--- src/rtl/spi_pkg.sv ---
// Shared types for the SPI byte receiver.
//   spi_state_e : receiver FSM states (IDLE = waiting for CS_n fall, RECV = frame open)
package spi_pkg;

  typedef enum logic [0:0] {
    IDLE = 1'b0,
    RECV = 1'b1
  } spi_state_e;

endpackage : spi_pkg

--- src/rtl/spi_byte_rx.sv ---
// SPI byte receiver: assembles MOSI bits sampled on SCLK rising-edge enables
// into bytes, tagging each with its zero-based position in the CS_n frame.
// Ports:
//   clk_i, rst_n_i            : system clock, async active-low reset
//   spi_mosi_i, spi_cs_n_i    : synchronized MOSI / CS_n levels
//   sclk_pos_edge_i           : SCLK rising-edge enable (one cycle)
//   cs_n_neg_edge_i           : CS_n falling-edge enable (frame start)
//   cs_n_pos_edge_i           : CS_n rising-edge enable (frame end)
//   byte_vld_o                : one-cycle pulse, byte_data_o/byte_idx_o valid
//   byte_data_o, byte_idx_o   : last completed byte and its frame index (held)
//   frame_start_o/_end_o/_err_o : one-cycle frame event pulses
module spi_byte_rx
  import spi_pkg::*;
#(
  parameter bit          MSB_FIRST = 1'b1,
  parameter int unsigned IDX_W     = 16
) (
  input  logic             clk_i,
  input  logic             rst_n_i,
  input  logic             spi_mosi_i,
  input  logic             spi_cs_n_i,
  input  logic             sclk_pos_edge_i,
  input  logic             cs_n_neg_edge_i,
  input  logic             cs_n_pos_edge_i,
  output logic             byte_vld_o,
  output logic [7:0]       byte_data_o,
  output logic [IDX_W-1:0] byte_idx_o,
  output logic             frame_start_o,
  output logic             frame_end_o,
  output logic             frame_err_o
);

  localparam logic [IDX_W-1:0] IDX_MAX = {IDX_W{1'b1}};

  spi_state_e       state_q, state_d;
  logic [2:0]       bit_cnt_q, bit_cnt_d;
  logic [7:0]       shift_q, shift_d;
  logic [IDX_W-1:0] idx_q, idx_d;
  logic [7:0]       data_d;
  logic [IDX_W-1:0] idx_out_d;
  logic             vld_d, start_d, end_d, err_d;

  logic             take_bit;
  logic [2:0]       cnt_after;
  logic [7:0]       shift_in;

  // A bit coinciding with the CS_n rising enable is still part of the frame,
  // even though the synchronized CS_n level may already read high.
  assign take_bit  = (state_q == RECV) && !cs_n_neg_edge_i && sclk_pos_edge_i &&
                     (!spi_cs_n_i || cs_n_pos_edge_i);
  assign cnt_after = take_bit ? bit_cnt_q + 3'd1 : bit_cnt_q;
  assign shift_in  = MSB_FIRST ? {shift_q[6:0], spi_mosi_i} : {spi_mosi_i, shift_q[7:1]};

  // State register
  always_ff @(posedge clk_i or negedge rst_n_i) begin
    if (!rst_n_i) state_q <= IDLE;
    else          state_q <= state_d;
  end

  // Next-state logic; a CS_n fall always (re)opens a frame
  always_comb begin
    state_d = state_q;
    case (state_q)
      IDLE: if (cs_n_neg_edge_i) state_d = RECV;
      RECV: begin
        if (cs_n_neg_edge_i)      state_d = RECV;
        else if (cs_n_pos_edge_i) state_d = IDLE;
      end
      default: state_d = IDLE;
    endcase
  end

  // Output / datapath next values
  always_comb begin
    bit_cnt_d = bit_cnt_q;
    shift_d   = shift_q;
    idx_d     = idx_q;
    data_d    = byte_data_o;
    idx_out_d = byte_idx_o;
    vld_d     = 1'b0;
    start_d   = 1'b0;
    end_d     = 1'b0;
    err_d     = 1'b0;
    if (cs_n_neg_edge_i) begin
      // Restart drops any partial byte of an open frame
      start_d   = 1'b1;
      err_d     = (state_q == RECV) && (bit_cnt_q != 3'd0);
      bit_cnt_d = 3'd0;
      shift_d   = 8'h00;
      idx_d     = '0;
    end else if (state_q == RECV) begin
      if (take_bit) begin
        shift_d   = shift_in;
        bit_cnt_d = cnt_after;
        if (bit_cnt_q == 3'd7) begin
          vld_d     = 1'b1;
          data_d    = shift_in;
          idx_out_d = idx_q;
          idx_d     = (idx_q == IDX_MAX) ? idx_q : idx_q + IDX_W'(1);
        end
      end
      if (cs_n_pos_edge_i) begin
        end_d     = 1'b1;
        err_d     = (cnt_after != 3'd0);
        bit_cnt_d = 3'd0;
      end
    end
  end

  // Datapath and output registers
  always_ff @(posedge clk_i or negedge rst_n_i) begin
    if (!rst_n_i) begin
      bit_cnt_q     <= 3'd0;
      shift_q       <= 8'h00;
      idx_q         <= '0;
      byte_vld_o    <= 1'b0;
      byte_data_o   <= 8'h00;
      byte_idx_o    <= '0;
      frame_start_o <= 1'b0;
      frame_end_o   <= 1'b0;
      frame_err_o   <= 1'b0;
    end else begin
      bit_cnt_q     <= bit_cnt_d;
      shift_q       <= shift_d;
      idx_q         <= idx_d;
      byte_vld_o    <= vld_d;
      byte_data_o   <= data_d;
      byte_idx_o    <= idx_out_d;
      frame_start_o <= start_d;
      frame_end_o   <= end_d;
      frame_err_o   <= err_d;
    end
  end

endmodule : spi_byte_rx

--- config.mk ---
export PLATFORM = sky130hd
export DESIGN_NAME = spi_byte_rx
export DESIGN_NICKNAME = d
export VERILOG_FILES = /design/src/rtl/spi_pkg.sv /design/src/rtl/spi_byte_rx.sv
export SDC_FILE = /design/constraint.sdc
export NUM_CORES = 1
export LEC_CHECK = 0
export ABC_AREA = 1
export ABC_CLOCK_PERIOD_IN_PS = 1600
export CELL_PAD_IN_SITES_DETAIL_PLACEMENT = 2
export CELL_PAD_IN_SITES_GLOBAL_PLACEMENT = 2
export CORE_MARGIN = 2
export CORE_UTILIZATION = 35
export CTS_BUF_LIST = sky130_fd_sc_hd__clkbuf_4 sky130_fd_sc_hd__clkbuf_8
export CTS_CLUSTER_DIAMETER = 30
export DETAILED_ROUTE_END_ITERATION = 10
export GPL_TIMING_DRIVEN = 0
export PLACE_DENSITY = 0.88
export SLEW_MARGIN = 20
export SYNTH_ARGS = -nofsm -noshare
export SYNTH_HDL_FRONTEND = slang
export SYNTH_SLANG_ARGS = --single-unit
--- constraint.sdc ---
create_clock -name clk_i -period 1.6 [get_ports clk_i]
set_input_delay 0.24 -clock clk_i [delete_from_list [all_inputs] [get_ports clk_i]]
set_output_delay 0.24 -clock clk_i [all_outputs]
set_load 0.005 [all_outputs]
# After elaboration in Yosys (flattened, before gate mapping)
# Index checks and enable logic that the tools add are counted.
[op_classes]
n_bitwise = 2
add_sub_neg = 2
muxes = 27
n_eq_ne = 3
reduce_logical = 17
[ops]
columns = ["cell", "n"]
rows = [
  ["two-way mux 16 bit", 5],
  ["two-way mux 7 bit", 3],
  ["adder 16 x 1 -> 16 bit, second input constant", 1],
  ["equality test 16 bit, second input constant", 1],
  ["two-way mux 3 bit", 5],
  ["two-way mux 1 bit", 13],
  ["nonzero test 3 bit", 3],
  ["AND reduction 4 bit", 2],
  ["nonzero test 2 bit", 3],
  ["logical AND 1 bit", 4],
  ["AND reduction 2 bit", 2],
  ["adder 3 x 1 -> 3 bit, second input constant", 1],
  ["equality test 3 bit, second input constant", 1],
  ["logical NOT 1 bit", 2],
  ["inequality test 2 bit, second input constant", 1],
  ["NOT 1 bit", 2],
  ["one-hot mux 1 bit (2 select lines)", 1],
  ["logical OR 1 bit", 1],
]
[word_totals]
regBits = 55
input_bits = 7
output_inout_bits = 28
wordCells = 61

# Logic depth before layout (Yosys ltp)
[logic_depth]
depth_word = 9
depth_mapped = 10
mapped_depth_nobuf = 10

# Least setup slack after synthesis
# Ideal clock, no wire load.
[synth_timing]
kind = "reg-to-reg"
from = "reg bit_cnt_q[0]"
to = "reg byte_idx_o[0]"
path_slack_ns = 0.187
t_arrival_ns = 1.337
path_stages_with_launch = 9
n_path_buf = 1
t_required_ns = 1.524
period_less_slack_ns = 1.413
setup_ns = 0.076
path_cell_list = "dfrtp_1 -> ha_1 -> ha_1 -> inv_1 -> nor2_4 -> inv_2 -> buf_2 -> nand2_1 -> o21ai_1"
[synth_between]
elab_chain_cells = 2
[synth_rtl]
columns = ["element", "line_no", "text"]
rows = [
  ["start, declared", "spi_byte_rx.sv:36", "logic [2:0] bit_cnt_q, bit_cnt_d;"],
  ["start signal, assigned", "spi_byte_rx.sv:123", "bit_cnt_q <= bit_cnt_d;"],
  ["equality test 3 bit", "spi_byte_rx.sv:95", "if (bit_cnt_q == 3'd7) begin"],
  ["AND reduction 4 bit (no source line)", "-", ""],
  ["end signal, assigned", "spi_byte_rx.sv:128", "byte_idx_o <= idx_out_d;"],
  ["end, declared", "spi_byte_rx.sv:27", "output logic [IDX_W-1:0] byte_idx_o,"],
]
# Every way passes these cells.
# A chain may end at the register's enable or synchronous reset.

# Worst setup path after layout
[layout_timing]
from = "reg idx_q[1]"
to = "reg idx_q[13]"
[layout_between]
elab_chain_cells = 6
word_cells_on_any_way = 9
cone_classes = "1 x add/sub; 2 x eq/ne; 5 x mux; 1 x reduce/logical"
[layout_rtl]
columns = ["element", "line_no", "text"]
rows = [
  ["start, declared", "spi_byte_rx.sv:38", "logic [IDX_W-1:0] idx_q, idx_d;"],
  ["start signal, assigned", "spi_byte_rx.sv:125", "idx_q <= idx_d;"],
  ["adder 16 x 1 -> 16 bit", "spi_byte_rx.sv:99", "idx_d = (idx_q == IDX_MAX) ? idx_q : idx_q + IDX_W'(1);"],
  ["two-way mux 16 bit", "spi_byte_rx.sv:99", ""],
  ["two-way mux 16 bit", "spi_byte_rx.sv:95", ""],
  ["two-way mux 16 bit", "spi_byte_rx.sv:92", "if (take_bit) begin"],
  ["two-way mux 16 bit", "spi_byte_rx.sv:91", "end else if (state_q == RECV) begin"],
  ["two-way mux 16 bit", "spi_byte_rx.sv:84", "if (cs_n_neg_edge_i) begin"],
]
# Several ways; a longest one is shown, not always the timed one. The select of a mux whose other input is x is not followed.

==> results.sh <==
export IMPL_status="completed"
export IMPL_grt_pass1_wl_um=14550
export IMPL_cts_root_buf="clkbuf_8"
export IMPL_reg2reg_depth=8
export IMPL_path_cells="ha_4, nand3_4, nor2_8, nand3_4, nand3_4, buf_12, nand2_1, nand2_1"
export IMPL_worstHoldStart="cs_n_neg_edge_i"
export IMPL_ys_ff_latch=55
export IMPL_synth_commonest_cells="nand2_1 (84), dfrtp_1 (55), inv_1 (34)"
export IMPL_multi_input_area_um2=1177
export IMPL_dp_hpwl_um=5920
export IMPL_drt_wl_total_um=8852
export IMPL_vdd_drop_max_mv=0.3317
export IMPL_via_count=2388
export IMPL_finalMaxSlewViolations=0
export IMPL_core_area_um2=7727
export IMPL_worst_slack_ns=0.03071
export IMPL_cts_tree="done"
export IMPL_synth_mux_area_share_pct=0
export IMPL_synth_cell_types=29
export IMPL_synthArstFlopShare_pct=100.0
export IMPL_place_area_um2=3259
export IMPL_wl_per_cell_um=18.96
export IMPL_crit_type="flop to flop"
export IMPL_cts_buffers=5
export IMPL_seqCellArea_um2=1385
export IMPL_yosysTopAreaCell="dfrtp_1"
export IMPL_slowest_delay_ns=0.44
export IMPL_die_w_um=93.35
export IMPL_synth_top_cell_area_share_pct=49.26
export IMPL_fin_cells=467
export IMPL_drc=0
export IMPL_avgSynthCellArea_um2=8.870
export IMPL_drv_cap=0
export IMPL_clock_skew_ns=0.005461
export IMPL_p_per_area_nw_per_um2=774.1
export IMPL_grt_ovfl_total=0
export IMPL_setup_tns_ns=0
export IMPL_die_area_um2=8713
export IMPL_hold_ws_ns=0.3191
export IMPL_synthFlopType="dfrtp_1"
export IMPL_grt_usage_pct=21.95
export IMPL_hp_class="input port to flop"
export IMPL_whs_endpoint="frame_start_o"
export IMPL_finalSetupViolations=0
export IMPL_leakage_nw=1.603
export IMPL_holdPathStages=1
export IMPL_drive_gt1_share_pct=22.74
export IMPL_synth_xor_area_share_pct=0.6270
export IMPL_dpl_cell_count=451
export IMPL_syn_nets=326
export IMPL_arrival_ns=1.84
export IMPL_r2r_end="idx_q[13]"
export IMPL_netlist_instances=315
export IMPL_cp_slowest_cell="dfrtp_1"
export IMPL_diodes=0
export IMPL_hold_viol_final=0
export IMPL_port_buffers=34
export IMPL_die_y_um=93.35
export IMPL_rows=32
export IMPL_synthAdderAreaFrac_pct=1.791
export IMPL_clock_latency_ns=0.33
export IMPL_synth_compound_area_share_pct=12.23
export IMPL_slew_headroom_pct=51.62
export IMPL_synthTopCellsByArea="dfrtp_1 (49%), nand2_1 (11%), inv_1 (4.6%)"
export IMPL_seq_area_frac_synth_pct=49.26
export IMPL_yosysMostFrequentCell="nand2_1"
export IMPL_drt_pass1_iter_count=4
export IMPL_synth_top_family_by_area="simple AND/OR/NAND/NOR gates"
export IMPL_period_share_pct=98.08
export IMPL_nets=375
export IMPL_tightest_slew_ns=0.7258
export IMPL_path_buf_inv=1
export IMPL_crit_fanout=10
export IMPL_total_power_mw=2.687
export IMPL_worst_setup_path_end_kind="flop"
export IMPL_worstSetupStartpointType="flop"
export IMPL_path_clk_slew_ns=0.11
export IMPL_post_place_ws_ns=-0.5433
export IMPL_period_needed_ns=1.569
export IMPL_cts_buffer_depth=2
export IMPL_place_congestion=0.7836
export IMPL_grt_max_degree=56
export IMPL_fill_cells=854
export IMPL_syn_to_final_growth_pct=24.23
export IMPL_antenna_found_initial=0
export IMPL_h_tree_depth=2
export IMPL_syn_area_um2=2794
export IMPL_drt_iter0_drc=118
export IMPL_grt_pass1_vias=2695
export IMPL_synth_edff_count=0
export IMPL_crit_family="simple AND/OR/NAND/NOR gates"
export IMPL_synth_simple_area_share_pct=26.60
export IMPL_initial_core_util_pct=36.16
export IMPL_ioPinCount=35
export IMPL_vias_per_cell=5.113
export IMPL_required_ns=1.87
export IMPL_critical_path_most_common_cell="nand3_4"
export IMPL_ant_nets=0
export IMPL_r2r_start="idx_q[1]"
export IMPL_final_area_um2=3471
export IMPL_fin_util_pct=44.92
export IMPL_r2r_slack_ns=0.03
export IMPL_fmax_mhz=637.2
export IMPL_rsz0062_at_grt="true"
export IMPL_clkSinkCount=55
export IMPL_synth_warnings=0
-- sequential cells by signal, summed over array words and instances (netlist names) --
name,flops
frame_err_o,1
byte_vld_o,1
frame_end_o,1
state_q,1
shift_q,7
idx_q,16
byte_data_o,8
frame_start_o,1
bit_cnt_q,3
byte_idx_o,16
-- logic make-up after synthesis --
kind of cell / count (synthesis)
and+or+nand+nor: 150
DFF: 55
adders and majority gates: 4
AOI/OAI and AO/OA: 54
xor gates and xnor gates: 2
buffers and inverters: 50
-- cells in the final DEF (no fill, tap or decap), types with 2 or more instances in the layout --
cell type / synthesis / final
xor2_1: 2 / 2
buf_4: 0 / 8
o21ai_2: 14 / 14
o21ai_1: 20 / 23
buf_6: 5 / 6
dfrtp_1: 55 / 48
buf_12: 1 / 3
nor2_1: 17 / 16
nand3_1: 21 / 21
clkbuf_8: 0 / 5
ha_1: 4 / 3
nand2_4: 2 / 2
o21ai_0: 7 / 4
inv_1: 34 / 33
nand3_4: 4 / 4
inv_2: 6 / 6
nor2_2: 2 / 2
o22ai_1: 10 / 10
nor2_4: 3 / 4
nand2_1: 84 / 82
clkdlybuf4s50_1: 0 / 32
dfrtp_2: 0 / 7
nand2_2: 13 / 15
-- where the power goes --
part / leakage [nW] / total (mW) / switching [mW] / internal [mW]
clock: 0.0467 / 0.860 / 0.534 / 0.326
combinational: 0.824 / 0.348 / 0.187 / 0.162
sequential: 0.732 / 1.48 / 0.0411 / 1.44
total: 1.60 / 2.69 / 0.761 / 1.93
-- per-layer routing --
metal / routed length [um] / up-vias / global-route usage [%]
met5: 0 / - / 0
met4: 249 / 0 / 7.598
met3: 309 / 27 / 3.465
met2: 4613 / 62 / 38.01
met1: 3680 / 1196 / 27.77
li1: - / 1103 / -
-- worst max-delay path by stage --
stage / endpoint / from / cells past startpoint / slack (ns)
after global placement: byte_idx_o[2] / rst_n_i / 1 / -1.49
after global routing: idx_q[8] / idx_q[1] / 8 / -0.05
after CTS: idx_q[4] / bit_cnt_q[0] / 8 / 0.02
final: idx_q[13] / idx_q[1] / 8 / 0.03
after floorplan: byte_idx_o[0] / bit_cnt_q[0] / 8 / 0.19
after detailed placement: idx_q[15] / cs_n_neg_edge_i / 6 / -0.54
-- area by class of cell --
cell class | instances | share of cell area [%]
buffer | 10 | 3.821
clock buffer | 5 | 1.983
clock inverter | 3 | 0.7931
inverter | 40 | 4.398
multi-input combinational | 210 | 33.92
sequential | 55 | 39.91
tap | 102 | 3.677
timing repair buffer | 42 | 11.50
-- timing repair --
action,CTS,global route
buffers inserted,4,3
gates resized for setup,9,15
endpoints found under the setup margin,41,33
pin swaps,2,2
hold endpoints to repair,55,0
hold buffers,1,0
No activity file was read; power rests on OpenSTA's default activity.
